## src/rtl/muldiv_unit.sv

```systemverilog
// muldiv_unit: iterative RISC-V M-extension multiply/divide unit.
//   Multiplies use one shift-add step per cycle, divides use one restoring
//   step per cycle on operand magnitudes; signs are reapplied at the end.
//   Divide-by-zero and signed overflow are resolved in a single cycle.
// Ports:
//   clk            rising-edge clock
//   reset          asynchronous active-low reset
//   Start          request, accepted only while Busy=0
//   Op[2:0]        funct3: MUL MULH MULHSU MULHU DIV DIVU REM REMU
//   Word           32-bit W-variant select (meaningful only when BIT_COUNT=64)
//   OpA, OpB       multiplicand/dividend, multiplier/divisor
//   Flush          abort of the in-flight operation
//   Busy           operation in flight
//   Done           one-cycle pulse, Result valid
//   Result         operation result, held until the next completion
module muldiv_unit #(
  parameter int BIT_COUNT = 32
) (
  input  logic                 clk,
  input  logic                 reset,
  input  logic                 Start,
  input  logic [2:0]           Op,
  input  logic                 Word,
  input  logic [BIT_COUNT-1:0] OpA,
  input  logic [BIT_COUNT-1:0] OpB,
  input  logic                 Flush,
  output logic                 Busy,
  output logic                 Done,
  output logic [BIT_COUNT-1:0] Result
);

  localparam int W  = BIT_COUNT;
  localparam int CW = 7;

  if (BIT_COUNT != 32 && BIT_COUNT != 64) begin : g_bad_width
    $error("muldiv_unit: BIT_COUNT must be 32 or 64");
  end

  typedef enum logic [1:0] {IDLE, RUN, FINISH} state_t;

  function automatic logic [W-1:0] sext32(input logic [31:0] x);
    logic [W-1:0] y;
    y       = '0;
    y[31:0] = x;
    for (int i = 32; i < W; i++) y[i] = x[31];
    return y;
  endfunction

  function automatic logic [W-1:0] zext32(input logic [31:0] x);
    logic [W-1:0] y;
    y       = '0;
    y[31:0] = x;
    return y;
  endfunction

  // W-variant results are the low 32 bits sign-extended to the full width.
  function automatic logic [W-1:0] word_fix(input logic wd, input logic [W-1:0] x);
    return wd ? sext32(x[31:0]) : x;
  endfunction

  state_t          state_q, state_d;
  logic [CW-1:0]   cnt_q, cnt_d;
  logic            busy_q, busy_d;
  logic            done_q, done_d;
  logic [W-1:0]    result_q, result_d;
  logic            load;

  // Operation context latched at acceptance.
  logic [2:0]      op_q;
  logic            word_q;
  logic            neg_q;     // product / quotient must be negated
  logic            rneg_q;    // remainder must be negated

  // Multiply datapath.
  logic [2*W-1:0]  acc_q, mcand_q;
  logic [W-1:0]    mplier_q;
  // Divide datapath.
  logic [W-1:0]    rem_q, quo_q, dsr_q;

  // Operand preparation for a Start in IDLE.
  logic            word_eff, a_sgn_op, b_sgn_op, a_neg, b_neg;
  logic            div_zero, div_ovf;
  logic [W-1:0]    a_ext, b_ext, a_mag, b_mag, min_neg, special_res;
  logic [CW-1:0]   n_val;

  always_comb begin
    // Word is meaningless for the high-half multiplies.
    word_eff = (W == 64) && Word && (Op[2] || (Op[1:0] == 2'b00));
    a_sgn_op = (Op == 3'b001) || (Op == 3'b010) || (Op == 3'b100) || (Op == 3'b110);
    b_sgn_op = (Op == 3'b001) || (Op == 3'b100) || (Op == 3'b110);
    a_ext    = word_eff ? (a_sgn_op ? sext32(OpA[31:0]) : zext32(OpA[31:0])) : OpA;
    b_ext    = word_eff ? (b_sgn_op ? sext32(OpB[31:0]) : zext32(OpB[31:0])) : OpB;
    a_neg    = a_sgn_op && a_ext[W-1];
    b_neg    = b_sgn_op && b_ext[W-1];
    a_mag    = a_neg ? (~a_ext + 1'b1) : a_ext;
    b_mag    = b_neg ? (~b_ext + 1'b1) : b_ext;
    n_val    = word_eff ? CW'(32) : CW'(W);
    min_neg  = word_eff ? sext32(32'h8000_0000) : {1'b1, {(W-1){1'b0}}};
    div_zero = Op[2] && (b_ext == '0);
    div_ovf  = Op[2] && !Op[0] && (a_ext == min_neg) && (b_ext == '1);
    if (div_zero) special_res = Op[1] ? a_ext : '1;
    else          special_res = Op[1] ? '0 : a_ext;
    special_res = word_fix(word_eff, special_res);
  end

  // One iteration of each algorithm, plus the signed/word-adjusted result
  // that becomes visible when the final iteration completes.
  logic [2*W-1:0]  acc_nx, prod;
  logic [W:0]      rem_sh, rem_sub;
  logic [W-1:0]    rem_nx, quo_nx, quo_s, rem_s, raw, fin;
  logic            qbit;

  always_comb begin
    acc_nx  = mplier_q[0] ? (acc_q + mcand_q) : acc_q;
    rem_sh  = {rem_q, quo_q[W-1]};
    rem_sub = rem_sh - {1'b0, dsr_q};
    qbit    = (rem_sh >= {1'b0, dsr_q});
    rem_nx  = qbit ? rem_sub[W-1:0] : rem_sh[W-1:0];
    quo_nx  = {quo_q[W-2:0], qbit};
    prod    = neg_q ? (~acc_nx + 1'b1) : acc_nx;
    quo_s   = neg_q ? (~quo_nx + 1'b1) : quo_nx;
    rem_s   = rneg_q ? (~rem_nx + 1'b1) : rem_nx;
    if (op_q[2])               raw = op_q[1] ? rem_s : quo_s;
    else if (op_q[1:0] == 2'b00) raw = prod[W-1:0];
    else                       raw = prod[2*W-1:W];
    fin     = word_fix(word_q, raw);
  end

  always_comb begin
    state_d  = state_q;
    cnt_d    = cnt_q;
    result_d = result_q;
    load     = 1'b0;
    case (state_q)
      IDLE: begin
        if (Start && !Flush) begin
          load = 1'b1;
          if (div_zero || div_ovf) begin
            state_d  = FINISH;
            result_d = special_res;
          end else begin
            state_d = RUN;
            cnt_d   = n_val - CW'(1);
          end
        end
      end
      RUN: begin
        if (Flush) begin
          state_d = IDLE;
        end else if (cnt_q == '0) begin
          state_d  = FINISH;
          result_d = fin;
        end else begin
          cnt_d = cnt_q - CW'(1);
        end
      end
      FINISH:  state_d = IDLE;
      default: state_d = IDLE;
    endcase
    busy_d = (state_d != IDLE);
    done_d = (state_d == FINISH);
  end

  always_ff @(posedge clk or negedge reset) begin
    if (!reset) begin
      state_q  <= IDLE;
      cnt_q    <= '0;
      busy_q   <= 1'b0;
      done_q   <= 1'b0;
      result_q <= '0;
    end else begin
      state_q  <= state_d;
      cnt_q    <= cnt_d;
      busy_q   <= busy_d;
      done_q   <= done_d;
      result_q <= result_d;
    end
  end

  // Datapath registers carry no reset; they are always loaded before use.
  always_ff @(posedge clk) begin
    if (load) begin
      op_q     <= Op;
      word_q   <= word_eff;
      neg_q    <= a_neg ^ b_neg;
      rneg_q   <= a_neg;
      acc_q    <= '0;
      mcand_q  <= {{W{1'b0}}, a_mag};
      mplier_q <= b_mag;
      rem_q    <= '0;
      // Left-align the dividend so the first step sees its top bit for N=32 too.
      quo_q    <= word_eff ? (a_mag << (W - 32)) : a_mag;
      dsr_q    <= b_mag;
    end else if (state_q == RUN) begin
      acc_q    <= acc_nx;
      mcand_q  <= mcand_q << 1;
      mplier_q <= mplier_q >> 1;
      rem_q    <= rem_nx;
      quo_q    <= quo_nx;
    end
  end

  assign Busy   = busy_q;
  assign Done   = done_q;
  assign Result = result_q;

endmodule
```

## config.mk

```make
export PLATFORM = sky130hd
export DESIGN_NAME = muldiv_unit
export DESIGN_NICKNAME = d
export VERILOG_FILES = /design/src/rtl/muldiv_unit.sv
export SDC_FILE = /design/constraint.sdc
export NUM_CORES = 1
export LEC_CHECK = 0
export ABC_AREA = 1
export CORE_ASPECT_RATIO = 1.5
export CORE_UTILIZATION = 40
export CTS_BUF_LIST = sky130_fd_sc_hd__clkbuf_16
export DETAILED_ROUTE_END_ITERATION = 6
export PLACE_DENSITY_LB_ADDON = 0.15
export SLEW_MARGIN = 25
export SYNTH_ARGS = -nofsm -noshare
export SYNTH_HDL_FRONTEND = slang
export SYNTH_SLANG_ARGS = --single-unit
```

## constraint.sdc

```tcl
create_clock -name clk -period 12.11 [get_ports clk]
set_input_delay 1.8165 -clock clk [delete_from_list [all_inputs] [get_ports clk]]
set_output_delay 1.8165 -clock clk [all_outputs]
set_load 0.01 [all_outputs]
```

== Yosys cells after proc, flatten, opt, wreduce, memory -nomap -nowiden ==
Index checks and enable logic that the tools add are counted.
Widths: inputs -> output; s select.

* Flip-flop bits (word level): 304
* Bits in latches: 0
* RAM bits: 0
* Bits in read-only memories: 0
* Input port bits: 72
* Logic and storage cells: 104
* Memories kept: 0

* $add $sub $neg: 8
* Multipliers: 0
* Div/mod/pow operators: 0
* Magnitude comparators: 1
* Equality and inequality tests: 14
* Shift operators: 0
* Muxes and demuxes: 36
* Bitwise operators: 6
* Reductions and logical operators: 24

{| class="wikitable"
|+ Operators with widths
! kind !! number
|-
| $mux 32 || 21
|-
| $add 32x1->32 const B || 4
|-
| $mux 64 || 2
|-
| $not 32->32 || 4
|-
| $add 64x1->64 const B || 1
|-
| $add 64x64->64 || 1
|-
| $eq 32x32->1 const B || 2
|-
| $not 64->64 || 1
|-
| $pmux 32 s2 || 1
|-
| $ge 33x32->1 || 1
|-
| $logic_not 32->1 || 1
|-
| $sub 32x32->32 || 1
|-
| $mux 7 || 4
|-
| $pmux 7 s2 || 1
|-
| $ne 2x2->1 const B || 6
|-
| $reduce_and 5->1 || 2
|-
| $mux 2 || 4
|-
| $logic_and 1x1->1 || 7
|-
| $logic_not 7->1 || 1
|-
| $sub 7x1->7 const B || 1
|-
| $eq 3x3->1 const B || 2
|-
| $logic_or 1x1->1 || 6
|-
| $reduce_bool 2->1 || 3
|-
| $logic_not 2->1 || 2
|-
| 8 further kinds || 10
|}

== Depth between registers and ports, before layout ==
* Depth after elaboration: 10
* Mapped depth: 30

== Worst setup path before layout ==
OpenSTA, ideal clock, no wires.

* Path kind: input to register
* From: in Flush
* To: reg mcand_q[0] (enable)
* Setup time: 498 ps
* Arrival time: 5243 ps
* Required time: 11612 ps
* Slack: 6369 ps
* Stages: 5
* Path through: inv_1 > nand3_1 > nand2_1 > clkbuf_1 > clkbuf_1

* Word-level cells in the longest chain between the ends: 5

{| class="wikitable"
|+ Ends and longest elaborated chain
! element !! RTL line !! source
|-
| start, declared || 26 || <nowiki>input logic Flush,</nowiki>
|-
| $logic_not 1->1 || 136 || <nowiki>if (Start && !Flush) begin</nowiki>
|-
| $logic_and 1x1->1 || 136 ||
|-
| $mux 1 || 136 ||
|-
| $mux 1 || 134 || <nowiki>case (state_q)</nowiki>
|-
| $reduce_bool 2->1 (no line) || -- ||
|-
| end signal, assigned || 188 || <nowiki>mcand_q <= {{W{1'b0}}, a_mag};</nowiki>
|-
| end signal, assigned || 196 || <nowiki>mcand_q <= mcand_q << 1;</nowiki>
|-
| end, declared || 75 || <nowiki>logic [2*W-1:0] acc_q, mcand_q;</nowiki>
|}

Every way passes these cells.
A chain may end at the register's enable or synchronous reset.

== Final worst setup path ==
* From: reg dsr_q[26]
* To: reg result_q[30], in the netlist Result[30]

* Word-level cells in the longest chain between the ends: 10

{| class="wikitable"
|+ Ends and longest elaborated chain
! element !! RTL line !! source
|-
| start, declared || 78 || <nowiki>logic [W-1:0] rem_q, quo_q, dsr_q;</nowiki>
|-
| start signal, assigned || 193 || <nowiki>dsr_q <= b_mag;</nowiki>
|-
| $sub 32x32->32 / $ge 33x32->1 (equally long branches) || 116, 117 ||
|-
| $mux 32 || 118 || <nowiki>rem_nx = qbit ? rem_sub[W-1:0] : rem_sh[W-1:0];</nowiki>
|-
| $not 32->32 || 122 || <nowiki>rem_s = rneg_q ? (~rem_nx + 1'b1) : rem_nx;</nowiki>
|-
| $add 32x1->32 || 122 ||
|-
| $mux 32 || 122 ||
|-
| $mux 32 * (2 in series) || 123 || <nowiki>if (op_q[2]) raw = op_q[1] ? rem_s : quo_s;</nowiki>
|-
| $mux 32 * || 150 || <nowiki>end else if (cnt_q == '0) begin</nowiki>
|-
| $mux 32 * || 148 || <nowiki>if (Flush) begin</nowiki>
|-
| $pmux 32 s2 * || 134 ||
|-
| end signal, assigned || 176 || <nowiki>result_q <= result_d;</nowiki>
|-
| end, declared || 65 || <nowiki>logic [W-1:0] result_q, result_d;</nowiki>
|}

Every way passes the cells marked *; elsewhere a longest branch is shown, timed or not. The select of a mux whose other input is x is not followed.

==> impl_results.md <==
* Outcome: finished clean
* Highest-count cells in the layout ignoring fill and taps: 1632 x sky130_fd_sc_hd__nand2_1, 755 x sky130_fd_sc_hd__inv_1, 431 x sky130_fd_sc_hd__nor2_1
* Row cnt at 117
* Cell count of the worst reg-to-reg path at 25
* Min-Delay Path Class: flip-flop to flip-flop
* P_leak at 15.5 nW
* Final Max Tran Viols at 0
* Fraction of layout cells with a size suffix above 1 at 0.0345
* Detailed Routing Iterations Pass 1 at 6
* Critical path capture point type: flip-flop
* Slew at the pin closest to its max-slew limit at 1.19 ns
* Number of antenna violations at the first check in global routing at 1
* CP Data Arrival Time at 6.22 ns
* Instance count of the mapped netlist at 4696
* Final setup violation count at 0
* Post-detailed-route count of antenna-violating nets at 0
* Post-synth EDFFs at 133
* Cell taking the most area after synthesis: sky130_fd_sc_hd__nand2_1
* Fraction of synthesized cell area taken by the top area cell type at 0.222
* TritonCTS clock tree: yes
* Worst flop-to-flop path endpoint: Result[30]
* Share of the clock period used by the worst path at 0.476
* Leading cell type in the layout, fill and taps excluded: sky130_fd_sc_hd__nand2_1
* Reg-to-Reg Start: dsr_q[26]
* Area delta synth->final at 11.0%
* Number of max-capacitance violations reported at 0
* Cell total after placement at 5581
* Critical-path cell with the highest stage delay: sky130_fd_sc_hd__nor4_1
* Critical path origin: dsr_q[26]
* Mapped cell area at 27600 um^2
* Dominant cell type by count on the critical path: sky130_fd_sc_hd__a21oi_1
* Die width at 217 um
* Share of flip-flops with an asynchronous set or reset at 0.141
* Post-synth top flop: sky130_fd_sc_hd__edfxtp_1
* Normalized max-slew margin at 0.201
* Number of port buffers at 104
* Maximum clock frequency at 0.174 GHz
* Post-detailed-route wirelength per cell at 19.8 um
* Cells taking the most area after synthesis: sky130_fd_sc_hd__nand2_1 22%, sky130_fd_sc_hd__edfxtp_1 14%, sky130_fd_sc_hd__inv_1 10%, sky130_fd_sc_hd__dfxtp_1 9.3%, sky130_fd_sc_hd__nand3_1 7.5%
* Number of distinct library cells after synthesis at 54
* Syn avg cell area at 5.88 um^2
* Hold Buf Count CTS at 0
* Endpoint of the most critical setup path: Result[30]
* Slack of the worst reg-to-reg path at 6.35 ns
* Crit. path cell count at 25
* Number of H-tree branching levels at 2
* Post-DP HPWL at 89.5 mm
* Worst Setup Path Type: flip-flop to flip-flop
* Total nets after synthesis at 4872
* Maximum buffer depth of the clock tree at 3
* Clock-pin slew on the worst setup and hold paths at 0.06 ns
* Overall fraction of global-route tracks in use at 0.317
* Worst ir drop on vdd at 0.000114 V
* Clock period minus worst slack at 5.76 ns
* Iteration-0 DRC count of the detailed router at 2344
* Final cell count without fillers at 5647
* Count of endpoints failing hold in the final timing report at 0
* TritonCTS sink count at 304
* Post-synthesis sequential element count at 304
* Die height at 324 um
* Highest fanout seen on the critical path at 43
* Via density at 5.28
* Critical path launch point type: flip-flop
* DRC violations left at 0
* Clock insertion delay at the later pin of the skew report at 0.59 ns
* Fraction of the yosys area taken by sequential cells at 0.276
* Warnings from Yosys at 0
* Placer Congestion at 1.03
* First-pass GRT wire length at 166 mm
* CP Buf/Inv Count at 3
* Crit path required time at 12.57 ns
* Die Footprint at 70100 um^2
* Post-cts sizing count at 0
* Initial core utilization at 0.406
* Number of buffers inserted by post-CTS setup repair at 0
* Power density relative to cell area at 204 nW/um^2
* Setup repair after global routing missed its margin: false
* Cell family contributing the most delay on the critical path: simple AND/OR/NAND/NOR gates
* Core box area at 68100 um^2
* Setup TNS at 0 ns
* Layout net count at 4903
* Slowest cell delay on critical path at 0.52 ns
* Sum of overflow across all layers after global routing at 0
* Clock buffer count from CTS at 36
* Clock tree root driver cell: sky130_fd_sc_hd__clkbuf_16
* Count of vias placed by the detailed router at 29800
* Routed wire length at 112 mm
* Boundary Pins at 106
* Worst setup skew after layout at 0.0231 ns
* Via count of the first global-routing pass at 28200
* Maximum number of pins on one net before global-route repair at 83
## cells by family after synthesis
family	synth area share
simple gates	0.405
buf+inv	0.125
compound gates	0.130
flops	0.276
xor+xnor	0.0165
fa+ha+maj	0.0477
## final cells by class
cell class	instances	area (um^2)
Fill cell	7444	37400
Multi-Input combinational cell	3491	16500
Sequential cell	304	7630
Inverter	763	2870
Timing Repair Buffer	131	1240
Tap cell	892	1120
Clock buffer	36	901
Clock inverter	29	322
Antenna cell	1	2.50
## where the power goes
| group | internal, W | switching [W] |
|---|---|---|
| logic | 0.00102 | 0.00256 |
| registers | 0.00131 | 0.000187 |
| clock network | 0.000660 | 0.000517 |
## routing by layer
metal	GRT usage	wire, um
met1	0.337	41900
met3	0.0355	5260
met4	0.285	11500
met2	0.553	53200
met5	0	0
## Yosys cell counts, types with 57 or more instances
master and number:
sky130_fd_sc_hd__nand4_1 57, sky130_fd_sc_hd__o22ai_1 72, sky130_fd_sc_hd__dfxtp_1 128, sky130_fd_sc_hd__nand3_1 413, sky130_fd_sc_hd__inv_1 754, sky130_fd_sc_hd__clkbuf_1 98, sky130_fd_sc_hd__nor3_1 57, sky130_fd_sc_hd__edfxtp_1 133
sky130_fd_sc_hd__nor2_1 432, sky130_fd_sc_hd__nand2_1 1633, sky130_fd_sc_hd__o21ai_0 259, sky130_fd_sc_hd__ha_1 102, sky130_fd_sc_hd__a21oi_1 204
## stage by stage
stage          hold WS, ns  total power, W  cell area [um^2]   util  worst slack, ns
6_report             0.498         0.00626             30600  0.450             6.35
4_1_cts              0.502         0.00622             30600  0.450             6.37
3_3_place_gp         0.485         0.00501             29400  0.432             6.04
2_1_floorplan        0.451         0.00392             27600      -             6.37
3_5_place_dp         0.483         0.00503             29400  0.432             6.03
5_1_grt              0.518         0.00674             30600  0.450             5.78
## state kept, by name (all words and copies together) (netlist names), 2 cells and up
signal / flops
rem_q: 32
dsr_q: 32
mplier_q: 32
mcand_q: 64
state_q: 2
acc_q: 64
cnt_q: 7
op_q: 3
quo_q: 32
Result: 32
## worst register-to-register path: stages (launching register included)
cell,delay (ns)
sky130_fd_sc_hd__edfxtp_1,0.40
sky130_fd_sc_hd__inv_1,0.07
sky130_fd_sc_hd__ha_1,0.37
sky130_fd_sc_hd__a21oi_1,0.22
sky130_fd_sc_hd__o21ai_0,0.15
sky130_fd_sc_hd__a21oi_1,0.16
sky130_fd_sc_hd__nand2_1,0.10
sky130_fd_sc_hd__nor2_4,0.48
sky130_fd_sc_hd__nand2_8,0.29
sky130_fd_sc_hd__inv_2,0.41
sky130_fd_sc_hd__ha_1,0.23
sky130_fd_sc_hd__inv_1,0.06
sky130_fd_sc_hd__nor3_1,0.30
sky130_fd_sc_hd__nand3_1,0.19
sky130_fd_sc_hd__nor4_1,0.52
sky130_fd_sc_hd__nand3_1,0.23
sky130_fd_sc_hd__nand2_1,0.13
sky130_fd_sc_hd__o21ai_0,0.15
sky130_fd_sc_hd__o21bai_1,0.26
sky130_fd_sc_hd__o21bai_1,0.21
sky130_fd_sc_hd__o21ai_0,0.17
sky130_fd_sc_hd__a21oi_1,0.06
sky130_fd_sc_hd__nor2_1,0.09
sky130_fd_sc_hd__nand2_1,0.06
sky130_fd_sc_hd__nand3_1,0.20
sky130_fd_sc_hd__a21oi_1,0.11
## worst min-delay path by stage
stage,from,depth (start not counted),slack [ns],endpoint
after detailed placement,Result[0],2,0.48,Result[0]
after floorplan,mcand_q[31],2,0.45,mcand_q[32]
after global routing,mcand_q[56],2,0.52,mcand_q[56]
final,acc_q[18],2,0.50,acc_q[18]
after CTS,mcand_q[56],2,0.50,mcand_q[56]
after global placement,acc_q[0],2,0.48,acc_q[0]
(Power assumes the default switching activity.)
